--- config.mk ---
export PLATFORM = sky130hd
export DESIGN_NAME = mtr_drv_flat
export DESIGN_NICKNAME = d
export VERILOG_FILES = /design/src/rtl/knight_pkg.sv /design/src/rtl/mtr_drv_if.sv /design/src/rtl/mtr_drv_pwm11_no.sv /design/src/rtl/mtr_drv.sv /design/src/flat_wrapper.sv
export SDC_FILE = /design/constraint.sdc
export NUM_CORES = 1
export LEC_CHECK = 0
export CORE_MARGIN = 1.5
export CORE_UTILIZATION = 45
export CTS_CLUSTER_SIZE = 25
export DETAILED_ROUTE_END_ITERATION = 16
export DONT_BUFFER_PORTS = 1
export PLACE_DENSITY_LB_ADDON = 0.2
export SLEW_MARGIN = 20
export SYNTH_ARGS = -nofsm -noshare
export SYNTH_HDL_FRONTEND = slang
export SYNTH_HIERARCHICAL = 1
export SYNTH_SLANG_ARGS = --single-unit
--- constraint.sdc ---
create_clock -name clk -period 2.5 [get_ports clk]
set_input_delay 0.5 -clock clk [delete_from_list [all_inputs] [get_ports clk]]
set_output_delay 0.5 -clock clk [all_outputs]
set_load 0.005 [all_outputs]
--- src/rtl/knight_pkg.sv ---
`default_nettype none
// ============================================================================
//  Module      : knight_pkg
//  Description : Shared constants, speed type and speed-to-duty mapping for
//                the dual-channel motor drive stage.
//                Contents: PWM_PERIOD, DUTY_MID, NONOVERLAP_DFLT, spd_t,
//                spd2duty().
//  Revision    : 1.0  initial release
// ============================================================================
package knight_pkg;

    localparam int          PWM_PERIOD      = 2048;
    localparam logic [10:0] DUTY_MID        = 11'h400;
    localparam logic [10:0] NONOVERLAP_DFLT = 11'h020;

    typedef logic signed [10:0] spd_t;

    // spd + 0x400 on an 11-bit signed value is just an MSB flip: -1024..+1023
    // maps exactly onto 0..2047, so no saturation is needed.
    function automatic logic [10:0] spd2duty(input spd_t spd);
        return {~spd[10], spd[9:0]};
    endfunction

endpackage
`default_nettype wire

--- src/rtl/mtr_drv_if.sv ---
`default_nettype none
// ============================================================================
//  Module      : mtr_drv_if
//  Description : Command / bridge-drive bundle between the speed controller
//                and the motor drive stage.
//                lft_spd, rght_spd : signed wheel speed commands
//                mtr_en            : drive enable (low = coast)
//                lftPWM1/2         : left bridge forward / reverse legs
//                rghtPWM1/2        : right bridge forward / reverse legs
//                prd_start         : PWM period start pulse
//                master = controller side, slave = drive stage.
//  Revision    : 1.0  initial release
// ============================================================================
interface mtr_drv_if;
    import knight_pkg::*;

    spd_t lft_spd;
    spd_t rght_spd;
    logic mtr_en;
    logic lftPWM1;
    logic lftPWM2;
    logic rghtPWM1;
    logic rghtPWM2;
    logic prd_start;

    modport master (
        output lft_spd, rght_spd, mtr_en,
        input  lftPWM1, lftPWM2, rghtPWM1, rghtPWM2, prd_start
    );

    modport slave (
        input  lft_spd, rght_spd, mtr_en,
        output lftPWM1, lftPWM2, rghtPWM1, rghtPWM2, prd_start
    );

endinterface
`default_nettype wire

--- src/rtl/mtr_drv_pwm11_no.sv ---
`default_nettype none
// ============================================================================
//  Module      : pwm11_no
//  Description : One bridge side: period-boundary duty latch plus the two
//                non-overlapping registered PWM legs.
//                clk, rst_n : clock, async active-low reset
//                cnt_i      : shared 11-bit period counter
//                duty_i     : freshly mapped duty (0..2047)
//                mtr_en_i   : drive enable, low forces both legs low
//                lat_i      : latch strobe, high in the cnt==2047 clock
//                pwm1_o     : forward leg
//                pwm2_o     : reverse leg
//  Revision    : 1.0  initial release
// ============================================================================
module pwm11_no
    import knight_pkg::*;
#(
    parameter logic [10:0] NONOVERLAP = NONOVERLAP_DFLT
) (
    input  wire logic        clk,
    input  wire logic        rst_n,
    input  wire logic [10:0] cnt_i,
    input  wire logic [10:0] duty_i,
    input  wire logic        mtr_en_i,
    input  wire logic        lat_i,
    output logic             pwm1_o,
    output logic             pwm2_o
);

    logic [10:0] duty_lat_q, duty_lat_d;
    logic        pwm1_q, pwm1_d;
    logic        pwm2_q, pwm2_d;
    logic [11:0] pwm2_thr;

    // 12-bit threshold: a sum beyond 2047 can never be reached by cnt, so
    // the reverse leg simply stays off instead of wrapping to early in the period.
    assign pwm2_thr = {1'b0, duty_lat_q} + {1'b0, NONOVERLAP};

    always_comb begin
        duty_lat_d = lat_i ? duty_i : duty_lat_q;
        pwm1_d     = mtr_en_i && (cnt_i >= NONOVERLAP) && (cnt_i < duty_lat_q);
        pwm2_d     = mtr_en_i && ({1'b0, cnt_i} >= pwm2_thr);
    end

    always_ff @(posedge clk or negedge rst_n) begin
        if (!rst_n) begin
            duty_lat_q <= DUTY_MID;
            pwm1_q     <= 1'b0;
            pwm2_q     <= 1'b0;
        end else begin
            duty_lat_q <= duty_lat_d;
            pwm1_q     <= pwm1_d;
            pwm2_q     <= pwm2_d;
        end
    end

    assign pwm1_o = pwm1_q;
    assign pwm2_o = pwm2_q;

endmodule
`default_nettype wire

--- src/rtl/mtr_drv.sv ---
`default_nettype none
// ============================================================================
//  Module      : mtr_drv
//  Description : Dual-channel motor drive stage. Converts signed left/right
//                speed commands into four non-overlapping 11-bit PWM legs
//                sharing one free-running 2048-clock period counter.
//                clk   : system clock
//                rst_n : async active-low reset
//                bus   : mtr_drv_if.slave (speed commands in, PWM legs and
//                        prd_start out)
//  Revision    : 1.0  initial release
// ============================================================================
module mtr_drv
    import knight_pkg::*;
#(
    parameter logic [10:0] NONOVERLAP = NONOVERLAP_DFLT
) (
    input  wire logic clk,
    input  wire logic rst_n,
    mtr_drv_if.slave  bus
);

    logic [10:0] cnt_q, cnt_d;
    logic        prd_start_q, prd_start_d;
    logic        last_clk;
    logic [10:0] lft_duty;
    logic [10:0] rght_duty;

    assign last_clk  = (cnt_q == 11'h7FF);
    assign lft_duty  = spd2duty(bus.lft_spd);
    assign rght_duty = spd2duty(bus.rght_spd);

    always_comb begin
        cnt_d       = cnt_q + 11'd1;   // natural 11-bit wrap 2047 -> 0
        prd_start_d = last_clk;
    end

    always_ff @(posedge clk or negedge rst_n) begin
        if (!rst_n) begin
            cnt_q       <= 11'd0;
            prd_start_q <= 1'b0;
        end else begin
            cnt_q       <= cnt_d;
            prd_start_q <= prd_start_d;
        end
    end

    assign bus.prd_start = prd_start_q;

    pwm11_no #(
        .NONOVERLAP (NONOVERLAP)
    ) u_lft (
        .clk      (clk),
        .rst_n    (rst_n),
        .cnt_i    (cnt_q),
        .duty_i   (lft_duty),
        .mtr_en_i (bus.mtr_en),
        .lat_i    (last_clk),
        .pwm1_o   (bus.lftPWM1),
        .pwm2_o   (bus.lftPWM2)
    );

    pwm11_no #(
        .NONOVERLAP (NONOVERLAP)
    ) u_rght (
        .clk      (clk),
        .rst_n    (rst_n),
        .cnt_i    (cnt_q),
        .duty_i   (rght_duty),
        .mtr_en_i (bus.mtr_en),
        .lat_i    (last_clk),
        .pwm1_o   (bus.rghtPWM1),
        .pwm2_o   (bus.rghtPWM2)
    );

endmodule
`default_nettype wire

--- src/flat_wrapper.sv ---
// flat-port wrapper written by rule: the top's interface ports become plain ports
module mtr_drv_flat import knight_pkg::*;
#(
    parameter logic [10:0] NONOVERLAP = NONOVERLAP_DFLT
)
  (clk, rst_n, bus_lft_spd, bus_rght_spd, bus_mtr_en, bus_lftPWM1, bus_lftPWM2, bus_rghtPWM1, bus_rghtPWM2, bus_prd_start);
  mtr_drv_if bus_i ();
  input  wire logic clk;
  input  wire logic rst_n;
  input wire logic [$bits(bus_i.lft_spd)-1:0] bus_lft_spd;
  input wire logic [$bits(bus_i.rght_spd)-1:0] bus_rght_spd;
  input wire logic [$bits(bus_i.mtr_en)-1:0] bus_mtr_en;
  output wire logic [$bits(bus_i.lftPWM1)-1:0] bus_lftPWM1;
  output wire logic [$bits(bus_i.lftPWM2)-1:0] bus_lftPWM2;
  output wire logic [$bits(bus_i.rghtPWM1)-1:0] bus_rghtPWM1;
  output wire logic [$bits(bus_i.rghtPWM2)-1:0] bus_rghtPWM2;
  output wire logic [$bits(bus_i.prd_start)-1:0] bus_prd_start;
  assign bus_i.lft_spd = bus_lft_spd;
  assign bus_i.rght_spd = bus_rght_spd;
  assign bus_i.mtr_en = bus_mtr_en;
  assign bus_lftPWM1 = bus_i.lftPWM1;
  assign bus_lftPWM2 = bus_i.lftPWM2;
  assign bus_rghtPWM1 = bus_i.rghtPWM1;
  assign bus_rghtPWM2 = bus_i.rghtPWM2;
  assign bus_prd_start = bus_i.prd_start;
  mtr_drv #(.NONOVERLAP(NONOVERLAP)) u_core (.clk(clk), .rst_n(rst_n), .bus(bus_i));
endmodule
==> impl_metrics.csv <==
group,metric,value,unit
run_status,outcome,"completed",
yosys,synth_commonest_cells,"37 x ha_1, 36 x dfrtp_1, 35 x inv_1",
clocking,clock_sinks,38,
floorplan,rows,26,
clocking,clk_path_buf_depth,2,
yosys,seq_area_frac_synth,0.388,
clocking,post_cts_buffers,0,
floorplan,io_pins,30,
clocking,insertion_delay,290,ps
yosys,synth.most_common_cell,"ha_1",
critical_path,r2r_start,"u_core/cnt_q[0]$_DFF_PN0_",
sta,max_slew_margin,0.731,
critical_path,end_kind,"flop",
critical_path,crit_required,2690,ps
power_and_ir_drop,power_density,403,nW/um^2
clocking,htree_num_levels,2,
floorplan,coreArea,5170,um^2
yosys,synth_fp_nets,326,
global_route,grt_pass1_wl,8.55,mm
critical_path,worst_path_dominant_cell_family,"simple AND/OR/NAND/NOR gates",
place,place_hpwl,3.54,mm
critical_path,startpoint_type,"flop",
place,port_buffers,0,
clocking,clk_pin_slew,80,ps
detailed_routing,drtIter0Drc,65,
yosys,synth.distinct_cells,29,
critical_path,r2r_slack,610,ps
sta,fmax,530,MHz
global_route,antenna_found_initial,0,
yosys,ys_ff_latch,38,
power_and_ir_drop,peakVddDrop,335,uV
sta,hold_viol,0,
critical_path,cpMostUsedCell,"nand2_1",
yosys,syn_avg_cell_area,9.31,um^2
sta,tightestPinTransition,404,ps
detailed_routing,vias_per_cell,5.24,
critical_path,slowest_delay,440,ps
sta,drv_slew,0,
critical_path,crit_path_top_delay_cell,"dfrtp_1",
job,drv_cap,0,
yosys,synth_largest_area_cell,"dfrtp_1",
place,dp.cells,332,
floorplan,dieHeight,76.9,um
clocking,cts_root_buffer,"clkbuf_8",
critical_path,cp_max_fo,20,
detailed_routing,antenna_left,0,
critical_path,worstPathCellList,"ha_1 > nand2_1 > nor4_4 > and2_2 > buf_4 > nand2_1 > o21ai_0",
power_and_ir_drop,p_leak,1.41,nW
sta,finalSetupViolCount,0,
detailed_routing,postRouteWirelength,4.89,mm
layout,fillerInstances,477,
sta,tns,0,ps
layout,antenna_cells,0,
sta,finalCritPeriodShare,0.755,
clocking,numCtsBuffers,5,
layout,final_core_util,0.514,
global_route,grt_pass1_vias,1881,
yosys,synthCells,264,
global_route,grt.overflow.total,0,
floorplan,dieArea,5910,um^2
global_route,track_usage,0.185,
detailed_routing,firstDrtPassIters,4,
clocking,cts_tree,"done",
critical_path,reg2regPathDepth,7,
floorplan,initial_core_util,0.475,
clocking,hold_buffers,1,
sta,clock_skew,6.92,ps
yosys,syn_area,2460,um^2
layout,layout-drive-gt1-share,0.0849,
yosys,yosysWarningCount,6,
yosys,async_flop_share,1.00,
sta,grt_setup_unrepaired,"false",
global_route,grt_max_degree,37,
layout,area_growth,8.10,%
critical_path,crit_buf_inv,1,
clocking,post_cts_resized,0,
detailed_routing,drc,0,
place,gp_congestion,0.838,
critical_path,worstPathArrival,2080,ps
min_path,hold_path.class,"in -> async",
yosys,synth_top_area_frac,0.367,
critical_path,reg2reg_to,"u_core/u_lft/duty_lat_q[8]$_DFFE_PN0P_",
layout,final_nets,332,
yosys,ys.flop_type,"dfrtp_1",
detailed_routing,num_vias,1788,
critical_path,crit_type,"reg -> reg",
yosys,yosys-top-cells-area,"dfrtp_1 37%, ha_1 19%, o21ai_0 6.1%",
yosys,synth_edf_count,0,
detailed_routing,wl_per_cell,14.3,um
layout,stdcell_count,341,
power_and_ir_drop,total_power,1.07,mW
floorplan,die_w,76.9,um
sta,period_needed,1890,ps
==> layout by cell type, fill, tap and decap left out, drive strengths merged, types with 3 or more instances in the layout <==
master	instances
xor2	5
xnor2	12
o21ai	30
buf	3
dfrtp	36
nor4	3
inv	35
nor2b	6
nor2	12
nand2	31
a21oi	10
ha	37
nor3	7
clkbuf	7
nand3	13
==> state kept, by name, summed over array words and instances, names as in the netlist <==
signal                    count
u_core/u_rght/pwm2_o          1
u_core/u_lft/pwm2_o           1
u_core/u_rght/pwm1_o          1
u_core/cnt_q                 11
u_core/u_rght/duty_lat_q     11
u_core/u_lft/duty_lat_q      11
u_core/u_lft/pwm1_o           1
u_core/bus.prd_start          1
==> how the worst max path moves through the flow <==
stage	endpoint	from	cells past startpoint	slack (ps)
after global placement	u_core/u_rght/pwm2_o$_DFF_PN0_	u_core/u_rght/duty_lat_q[5]$_DFFE_PN0P_	8	680
final	u_core/u_lft/duty_lat_q[8]$_DFFE_PN0P_	u_core/cnt_q[0]$_DFF_PN0_	7	610
after global routing	u_core/u_lft/duty_lat_q[8]$_DFFE_PN0P_	u_core/cnt_q[0]$_DFF_PN0_	7	370
after floorplan	u_core/u_lft/duty_lat_q[3]$_DFFE_PN0P_	u_core/cnt_q[0]$_DFF_PN0_	7	810
after CTS	u_core/u_lft/duty_lat_q[8]$_DFFE_PN0P_	u_core/cnt_q[0]$_DFF_PN0_	7	570
after detailed placement	u_core/u_lft/duty_lat_q[8]$_DFFE_PN0P_	u_core/cnt_q[0]$_DFF_PN0_	6	600
==> final cells by class <==
type,instances,area (um^2),share of cell area
timing repair buffer,3,35.0,0.0132
tap,70,87.6,0.0330
inverter,35,131,0.0495
multi-input combinational,187,1360,0.511
clock inverter,1,5.00,0.00188
clock buffer,7,86.3,0.0325
sequential,38,953,0.359
==> cell families (layout without fill, tap and decap cells) <==
| group | after synthesis | count (layout) | share of synthesized area |
|---|---|---|---|
| AOI/OAI and AO/OA | 52 | 52 | 0.123 |
| xor gates and xnor gates | 17 | 17 | 0.0606 |
| adders and majority gates | 37 | 37 | 0.188 |
| buffers and inverters | 39 | 46 | 0.0596 |
| DFF | 38 | 38 | 0.388 |
| muxes | 2 | 2 | 0.00916 |
| and+or+nand+nor | 79 | 79 | 0.171 |
==> metal layers <==
metal	part of all wire	wire length (um)	track usage	vias to the layer above
met5	0	0	0	-
met4	0.0045	22	0.0722	0
met3	0.025	123	0.0357	2
met2	0.51	2470	0.312	22
met1	0.46	2270	0.233	847
li1	-	-	-	917
==> per-stage QoR <==
step	cell area [um^2]	worst slack (ps)	hold WS, ps
floorplan	2460	809	204
global placement	2540	683	205
detailed placement	2540	597	205
CTS	2660	572	34.9
global route	2660	371	22.7
finish	2660	613	44.9
==> power by group <==
group / total, mW / leakage, nW / switching (mW) / internal, mW
clock: 0.434 / 0.0482 / 0.212 / 0.223
combinational: 0.0194 / 0.949 / 0.0134 / 0.00597
sequential: 0.617 / 0.411 / 0.000780 / 0.616
Power figures use the tool's default switching activity.
